$ cat src/rtl/sp_mem_pkg.sv
// Shared constants and state encoding for the sp_dram word port.
// LINE_WIDTH / LINE_BYTES describe one sp_dram line, MEM_ADDR_WIDTH is the
// line address width, and state_e is the port controller state.
package sp_mem_pkg;

  localparam int LINE_WIDTH     = 128;
  localparam int LINE_BYTES     = 16;
  localparam int MEM_ADDR_WIDTH = 26;

  typedef enum logic [2:0] {
    IDLE     = 3'd0,
    WRITE    = 3'd1,
    RD_ISSUE = 3'd2,
    RD_GAP   = 3'd3,
    RD_WAIT  = 3'd4
  } state_e;

endpackage

$ cat src/rtl/sp_line_lane.sv
// Combinational word lane for one 128-bit line.
//   line_i  : source line
//   sel_i   : word index within the line
//   word_i  : word to insert at sel_i
//   word_o  : word sel_i extracted from line_i
//   line_o  : line_i with word sel_i replaced by word_i
//   mask_o  : byte enables covering word sel_i (bit b = byte b)
module sp_line_lane
  import sp_mem_pkg::*;
#(
  parameter int WIDTH = 32,
  parameter int SEL_W = 2
) (
  input  logic [LINE_WIDTH-1:0] line_i,
  input  logic [SEL_W-1:0]      sel_i,
  input  logic [WIDTH-1:0]      word_i,
  output logic [WIDTH-1:0]      word_o,
  output logic [LINE_WIDTH-1:0] line_o,
  output logic [LINE_BYTES-1:0] mask_o
);

  localparam int NWORDS = LINE_WIDTH / WIDTH;
  localparam int WBYTES = WIDTH / 8;

  // One-hot walk over the word slots keeps every slice constant, so all
  // legal widths (including the single-word 128-bit case) elaborate cleanly.
  always_comb begin
    word_o = '0;
    line_o = line_i;
    mask_o = '0;
    for (int k = 0; k < NWORDS; k++) begin
      if (sel_i == SEL_W'(k)) begin
        word_o                     = line_i[k*WIDTH +: WIDTH];
        line_o[k*WIDTH +: WIDTH]   = word_i;
        mask_o[k*WBYTES +: WBYTES] = '1;
      end
    end
  end

endmodule

$ cat src/rtl/sp_dram_word_port.sv
// Word-granular access port in front of sp_dram.
// Converts WIDTH-bit word reads/writes into 128-bit line commands with byte
// masks, and keeps one write-through line buffer so repeated reads from the
// same line are served without a DRAM access.
//   clk, rst          : clock and synchronous active-high reset
//   addr, din, re, we : word request side (accepted only while ready_out)
//   dout, valid_out   : read data and its one-cycle valid pulse
//   ready_out         : port idle
//   mem_*             : line command interface to sp_dram
module sp_dram_word_port
  import sp_mem_pkg::*;
#(
  parameter int WIDTH      = 32,
  parameter int SEL_BITS   = $clog2(LINE_WIDTH / WIDTH),
  parameter int ADDR_WIDTH = MEM_ADDR_WIDTH + SEL_BITS
) (
  input  logic                      clk,
  input  logic                      rst,
  input  logic [ADDR_WIDTH-1:0]     addr,
  input  logic [WIDTH-1:0]          din,
  input  logic                      re,
  input  logic                      we,
  output logic [WIDTH-1:0]          dout,
  output logic                      valid_out,
  output logic                      ready_out,
  output logic [MEM_ADDR_WIDTH-1:0] mem_addr,
  output logic [LINE_WIDTH-1:0]     mem_din,
  input  logic [LINE_WIDTH-1:0]     mem_dout,
  output logic [LINE_BYTES-1:0]     mem_mask,
  output logic                      mem_we,
  output logic                      mem_re,
  input  logic                      mem_ready
);

  localparam int SEL_W  = (SEL_BITS > 0) ? SEL_BITS : 1;
  localparam int NWORDS = LINE_WIDTH / WIDTH;

  state_e                    state_q, state_d;
  logic [MEM_ADDR_WIDTH-1:0] line_q, line_d;
  logic [SEL_W-1:0]          sel_q, sel_d;
  logic [WIDTH-1:0]          din_q, din_d;
  logic [LINE_WIDTH-1:0]     buf_q, buf_d;
  logic [MEM_ADDR_WIDTH-1:0] tag_q, tag_d;
  logic                      bufValid_q, bufValid_d;
  logic [WIDTH-1:0]          dout_q, dout_d;
  logic                      valid_q, valid_d;

  logic [MEM_ADDR_WIDTH-1:0] reqLine;
  logic [SEL_W-1:0]          reqSel;
  logic                      bufHit;
  logic [LINE_WIDTH-1:0]     laneLine;
  logic [SEL_W-1:0]          laneSel;
  logic [WIDTH-1:0]          laneWord;
  logic [LINE_WIDTH-1:0]     laneInserted;
  logic [LINE_BYTES-1:0]     laneMask;

  assign reqLine = addr[ADDR_WIDTH-1 -: MEM_ADDR_WIDTH];

  generate
    if (SEL_BITS > 0) begin : gSel
      assign reqSel = addr[SEL_W-1:0];
    end else begin : gNoSel
      assign reqSel = '0;
    end
  endgenerate

  assign bufHit = bufValid_q && (tag_q == reqLine);

  // A single lane serves every state: in IDLE it reads/patches the buffer at
  // the incoming select, in RD_WAIT it picks the word out of the returning
  // DRAM line, and in WRITE it supplies the byte mask for the latched select.
  assign laneLine = (state_q == RD_WAIT) ? mem_dout : buf_q;
  assign laneSel  = (state_q == IDLE) ? reqSel : sel_q;

  sp_line_lane #(
    .WIDTH (WIDTH),
    .SEL_W (SEL_W)
  ) uLane (
    .line_i (laneLine),
    .sel_i  (laneSel),
    .word_i (din),
    .word_o (laneWord),
    .line_o (laneInserted),
    .mask_o (laneMask)
  );

  assign dout      = dout_q;
  assign valid_out = valid_q;
  assign ready_out = (state_q == IDLE) && !rst;
  assign mem_addr  = line_q;

  // Next-state and DRAM command logic. Writes win over simultaneous reads;
  // the DRAM strobes follow mem_ready directly so each fires for exactly the
  // one cycle sp_dram accepts it.
  always_comb begin
    state_d    = state_q;
    line_d     = line_q;
    sel_d      = sel_q;
    din_d      = din_q;
    buf_d      = buf_q;
    tag_d      = tag_q;
    bufValid_d = bufValid_q;
    dout_d     = dout_q;
    valid_d    = 1'b0;
    mem_we     = 1'b0;
    mem_re     = 1'b0;
    mem_din    = '0;
    mem_mask   = '0;
    case (state_q)
      IDLE: begin
        if (we) begin
          line_d  = reqLine;
          sel_d   = reqSel;
          din_d   = din;
          if (bufHit) begin
            buf_d = laneInserted;
          end
          state_d = WRITE;
        end else if (re) begin
          if (bufHit) begin
            dout_d  = laneWord;
            valid_d = 1'b1;
          end else begin
            line_d  = reqLine;
            sel_d   = reqSel;
            state_d = RD_ISSUE;
          end
        end
      end
      WRITE: begin
        mem_we   = mem_ready && !rst;
        mem_din  = {NWORDS{din_q}};
        mem_mask = laneMask;
        if (mem_ready) begin
          state_d = IDLE;
        end
      end
      RD_ISSUE: begin
        mem_re = mem_ready && !rst;
        if (mem_ready) begin
          state_d = RD_GAP;
        end
      end
      // sp_dram still shows ready for one cycle after accepting a read.
      RD_GAP: begin
        state_d = RD_WAIT;
      end
      RD_WAIT: begin
        if (mem_ready) begin
          buf_d      = mem_dout;
          tag_d      = line_q;
          bufValid_d = 1'b1;
          dout_d     = laneWord;
          valid_d    = 1'b1;
          state_d    = IDLE;
        end
      end
      default: begin
        state_d = IDLE;
      end
    endcase
  end

  // State and datapath registers; reset abandons any request in progress and
  // invalidates the buffer because sp_dram drops its in-flight reads too.
  always_ff @(posedge clk) begin
    if (rst) begin
      state_q    <= IDLE;
      line_q     <= '0;
      sel_q      <= '0;
      din_q      <= '0;
      buf_q      <= '0;
      tag_q      <= '0;
      bufValid_q <= 1'b0;
      dout_q     <= '0;
      valid_q    <= 1'b0;
    end else begin
      state_q    <= state_d;
      line_q     <= line_d;
      sel_q      <= sel_d;
      din_q      <= din_d;
      buf_q      <= buf_d;
      tag_q      <= tag_d;
      bufValid_q <= bufValid_d;
      dout_q     <= dout_d;
      valid_q    <= valid_d;
    end
  end

endmodule

$ cat config.mk
export PLATFORM = sky130hd
export DESIGN_NAME = sp_dram_word_port
export DESIGN_NICKNAME = d
export VERILOG_FILES = /design/src/rtl/sp_mem_pkg.sv /design/src/rtl/sp_line_lane.sv /design/src/rtl/sp_dram_word_port.sv
export SDC_FILE = /design/constraint.sdc
export NUM_CORES = 1
export LEC_CHECK = 0
export BUFFER_PORTS_ARGS = -buffer_cell sky130_fd_sc_hd__buf_2
export CORE_MARGIN = 2
export CORE_UTILIZATION = 30
export DETAILED_ROUTE_END_ITERATION = 8
export HOLD_SLACK_MARGIN = 0.08
export PLACE_DENSITY = 0.46
export REMOVE_ABC_BUFFERS = 1
export SLEW_MARGIN = 20
export SYNTH_ARGS = -nofsm -noshare
export SYNTH_HDL_FRONTEND = slang
export SYNTH_SLANG_ARGS = --single-unit
$ cat constraint.sdc
create_clock -name clk -period 6.45 [get_ports clk]
set_input_delay 0 -clock clk [delete_from_list [all_inputs] [get_ports clk]]
set_output_delay 0 -clock clk [all_outputs]
set_load 0.05 [all_outputs]
==> results.py <==
metrics = {
    "status": {
        "outcome": "completed",
    },
    "drt": {
        "routed_wl_mm": 64.1,
        "avgViaCountPerCell": 5.51,
        "via_count": 16800,
        "drtIter0Drc": 1303,
        "first_pass_iters": 5,
        "drc": 0,
        "wl_per_cell_um": 21.0,
        "ant_nets": 0,
    },
    "clocking": {
        "postCtsResizedCells": 0,
        "htree_levels": 2,
        "cts_sinks": 251,
        "clock_path_buffers": 3,
        "cts_tree": "built",
        "clk_pin_slew_ns": 0.06,
        "clk_latency_ns": 0.55,
        "root_buffer": "clkbuf_16",
        "cts_buffers": 35,
    },
    "logic_synthesis": {
        "yosysTopAreaCellShare_pct": 31.8,
        "ys_seq_area_share_pct": 31.8,
        "synth-seq-cells": 251,
        "synthesis.instances": 1987,
        "ys.warnings.count": 0,
        "ys_top_cells_by_area": "dfxtp_1 32%, mux2i_1 13%, a21oi_1 10%",
        "synth_area_mm2": 0.0158,
        "yosysUniqueCellTypes": 46,
        "synth_edf_count": 0,
        "ys_async_sr_fraction_pct": 0,
        "synth-main-ff-cell": "dfxtp_1",
        "synth.avg_cell_area_um2": 7.96,
        "synth_top_area_cell": "dfxtp_1",
    },
    "floorplanning": {
        "num_io_pins": 399,
        "dieArea_mm2": 0.0546,
        "start_util_pct": 30.2,
        "die_x_um": 234,
        "die_h_um": 234,
        "core_area_mm2": 0.0523,
        "core.rowCount": 84,
    },
    "cells_and_area": {
        "layout.cells.non_filler": 3054,
        "area_delta_synth_final_pct": 29.5,
        "fin_util_pct": 39.1,
        "stdcell_area_mm2": 0.0205,
        "drive_above_1_share_pct": 24.7,
        "nets": 2532,
    },
    "placed_design": {
        "placed_cell_area_mm2": 0.0173,
        "io_buffers": 398,
        "dp_cells": 2781,
        "gp_congestion": 0.736,
        "place_hpwl_mm": 37.4,
    },
    "setup_path": {
        "required_ns": 6.88,
        "end_kind": "flop",
        "cp.depth": 9,
        "cpMaxStageDelayCell": "buf_4",
        "r2r.worst_path.cells": 9,
        "arrival_ns": 4.56,
        "crit_type": "reg2reg",
        "cp_top_family": "buffers and inverters",
        "max_stage_delay_ns": 0.74,
        "worst-path-buf-inv": 3,
        "critPathMaxFanout": 50,
        "cp-start-kind": "flop",
        "crit_chain": "nor3_4 > mux2i_4 > buf_4 > mux2i_1 > dlygate4sd3_1 > a22oi_1 > nand2_1 > dlygate4sd3_1 > a221oi_1",
        "path_common_cell": "dlygate4sd3_1",
    },
    "timing": {
        "rsz0062_at_grt": "false",
        "tightest_slew_ns": 1.14,
        "final.setup_skew_ns": 0.0206,
        "setup_viol": 0,
        "max_freq_ghz": 0.242,
        "slew_headroom_pct": 24.1,
        "finalHoldViolations": 0,
        "period_share_pct": 64.0,
        "post-route-min-period_ns": 4.13,
        "maxSlewViolCount": 0,
    },
    "min_path": {
        "hold_path.class": "in2reg",
        "hold_depth": 4,
    },
    "grt": {
        "first_global_vias": 16000,
        "grt_max_degree": 200,
        "gr-total-overflow": 0,
        "grt_pass1_wl_mm": 95.8,
        "antenna_found_initial": 11,
        "grtUsageTotal_pct": 22.5,
    },
    "power_and_ir_drop": {
        "p_leak_nw": 8.72,
        "ir_drop_mv": 0.171,
        "power.density_mw_per_mm2": 226,
    },
    "job": {
        "drv_cap": 0,
    },
}
[final timing paths]
path,from,endpoint,slack (ns)
min,addr[22],mem_addr[20],0.26
max reg2reg,state_q[2],dout[9],2.32
min reg2reg,din_q[18],din_q[18],0.45
max,state_q[2],dout[9],2.32
[flip-flops by register name, indices dropped and copies added, names as in the netlist]
signal,cells
buf_q,128
din_q,32
dout,32
mem_addr,26
tag_q,26
state_q,3
sel_q,2
bufValid_q,1
valid_out,1
[synthesized netlist by cell type (23+ instances only)]
cell type	instances
a31oi_1	86
o21ai_0	40
mux2i_1	198
a31o_1	25
a22oi_1	64
buf_4	114
buf_2	45
dfxtp_1	251
o221a_2	74
and2_1	37
nand2_1	230
clkbuf_1	137
a221oi_1	46
nand4_1	23
nor2_1	156
a21oi_1	324
[worst register-to-register path, delay by kind of cell, from the launching register on]
| kind | cells | cell delay (ns) |
|---|---|---|
| buffers and inverters | 3 | 1.89 |
| DFF | 1 | 0.43 |
| AOI/OAI and AO/OA | 2 | 0.48 |
| muxes | 2 | 0.56 |
| and+or+nand+nor | 2 | 0.66 |
[placed cells by master (no fill, tap or decap), types with 3 or more instances in the layout]
master and count:
a21oi_1 324, clkbuf_8 6, nand3b_1 5, a22oi_1 64, a221oi_1 46, o221a_2 74, dfxtp_1 251, nor2_1 151
nand4_1 23, nand2b_1 11, a31oi_1 86, buf_2 396, o21ai_0 40, a221oi_2 8, clkbuf_1 5, nand2_1 224
diode_2 6, nor2b_1 3, clkbuf_16 37, nand2_4 4, buf_4 24, mux2i_1 197, o211ai_1 16, inv_1 5
dlygate4sd3_1 208, and2_1 36, xnor2_1 17, o31ai_1 4, o221a_1 13, nand3_1 6, clkinv_2 9, a31o_1 25
nor4_1 5, nor2_4 6
[area by class of cell]
type                       instances  area (µm²)
timing repair buffer             632        4310
sequential                       251        5020
tap                              688         861
clock inverter                    10        52.6
fill                            5350       31900
inverter                           6        25.0
antenna                            6        15.0
multi-input combinational       1413        9170
clock buffer                      48        1030
[where the power goes]
group	internal (mW)	switching (mW)	leakage, nW
Sequential	1.59	0.0283	2.03
Clock	1.11	0.768	0.540
Combinational	0.405	0.728	6.15
[metal layers]
layer	wire (µm)	vias to the layer above	GRT usage, %
li1	-	7912	-
met1	28600	8136	30.5
met2	29100	654	35.7
met3	4530	116	4.30
met4	1800	10	7.52
met5	59	-	0
[through the flow]
| stage | hold WS, ns | TNS (ns) | power [mW] | worst slack (ns) |
|---|---|---|---|---|
| 2_1_floorplan | 0.0691 | -2396.41 | 2.41 | -13.62 |
| 3_3_place_gp | 0.262 | 0 | 2.65 | 2.77 |
| 3_5_place_dp | 0.261 | 0 | 2.66 | 2.70 |
| 4_1_cts | 0.228 | 0 | 4.68 | 2.34 |
| 5_1_grt | 0.266 | 0 | 4.82 | 2.10 |
| 6_report | 0.261 | 0 | 4.62 | 2.32 |
[repair_timing]
| action | in CTS | in global routing |
|---|---|---|
| hold buffers | 208 | 0 |
| hold endpoints to repair | 247 | 0 |
| buffers inserted | 0 | 0 |
[cells by family after synthesis]
family	after synthesis	synth area share [%]
compound gates	703	30.0
simple gates	491	13.4
buf+inv	323	11.0
flops	251	31.8
mux	200	12.7
xor+xnor	19	1.05
Note: power is estimated with default switching activity, not from simulation.
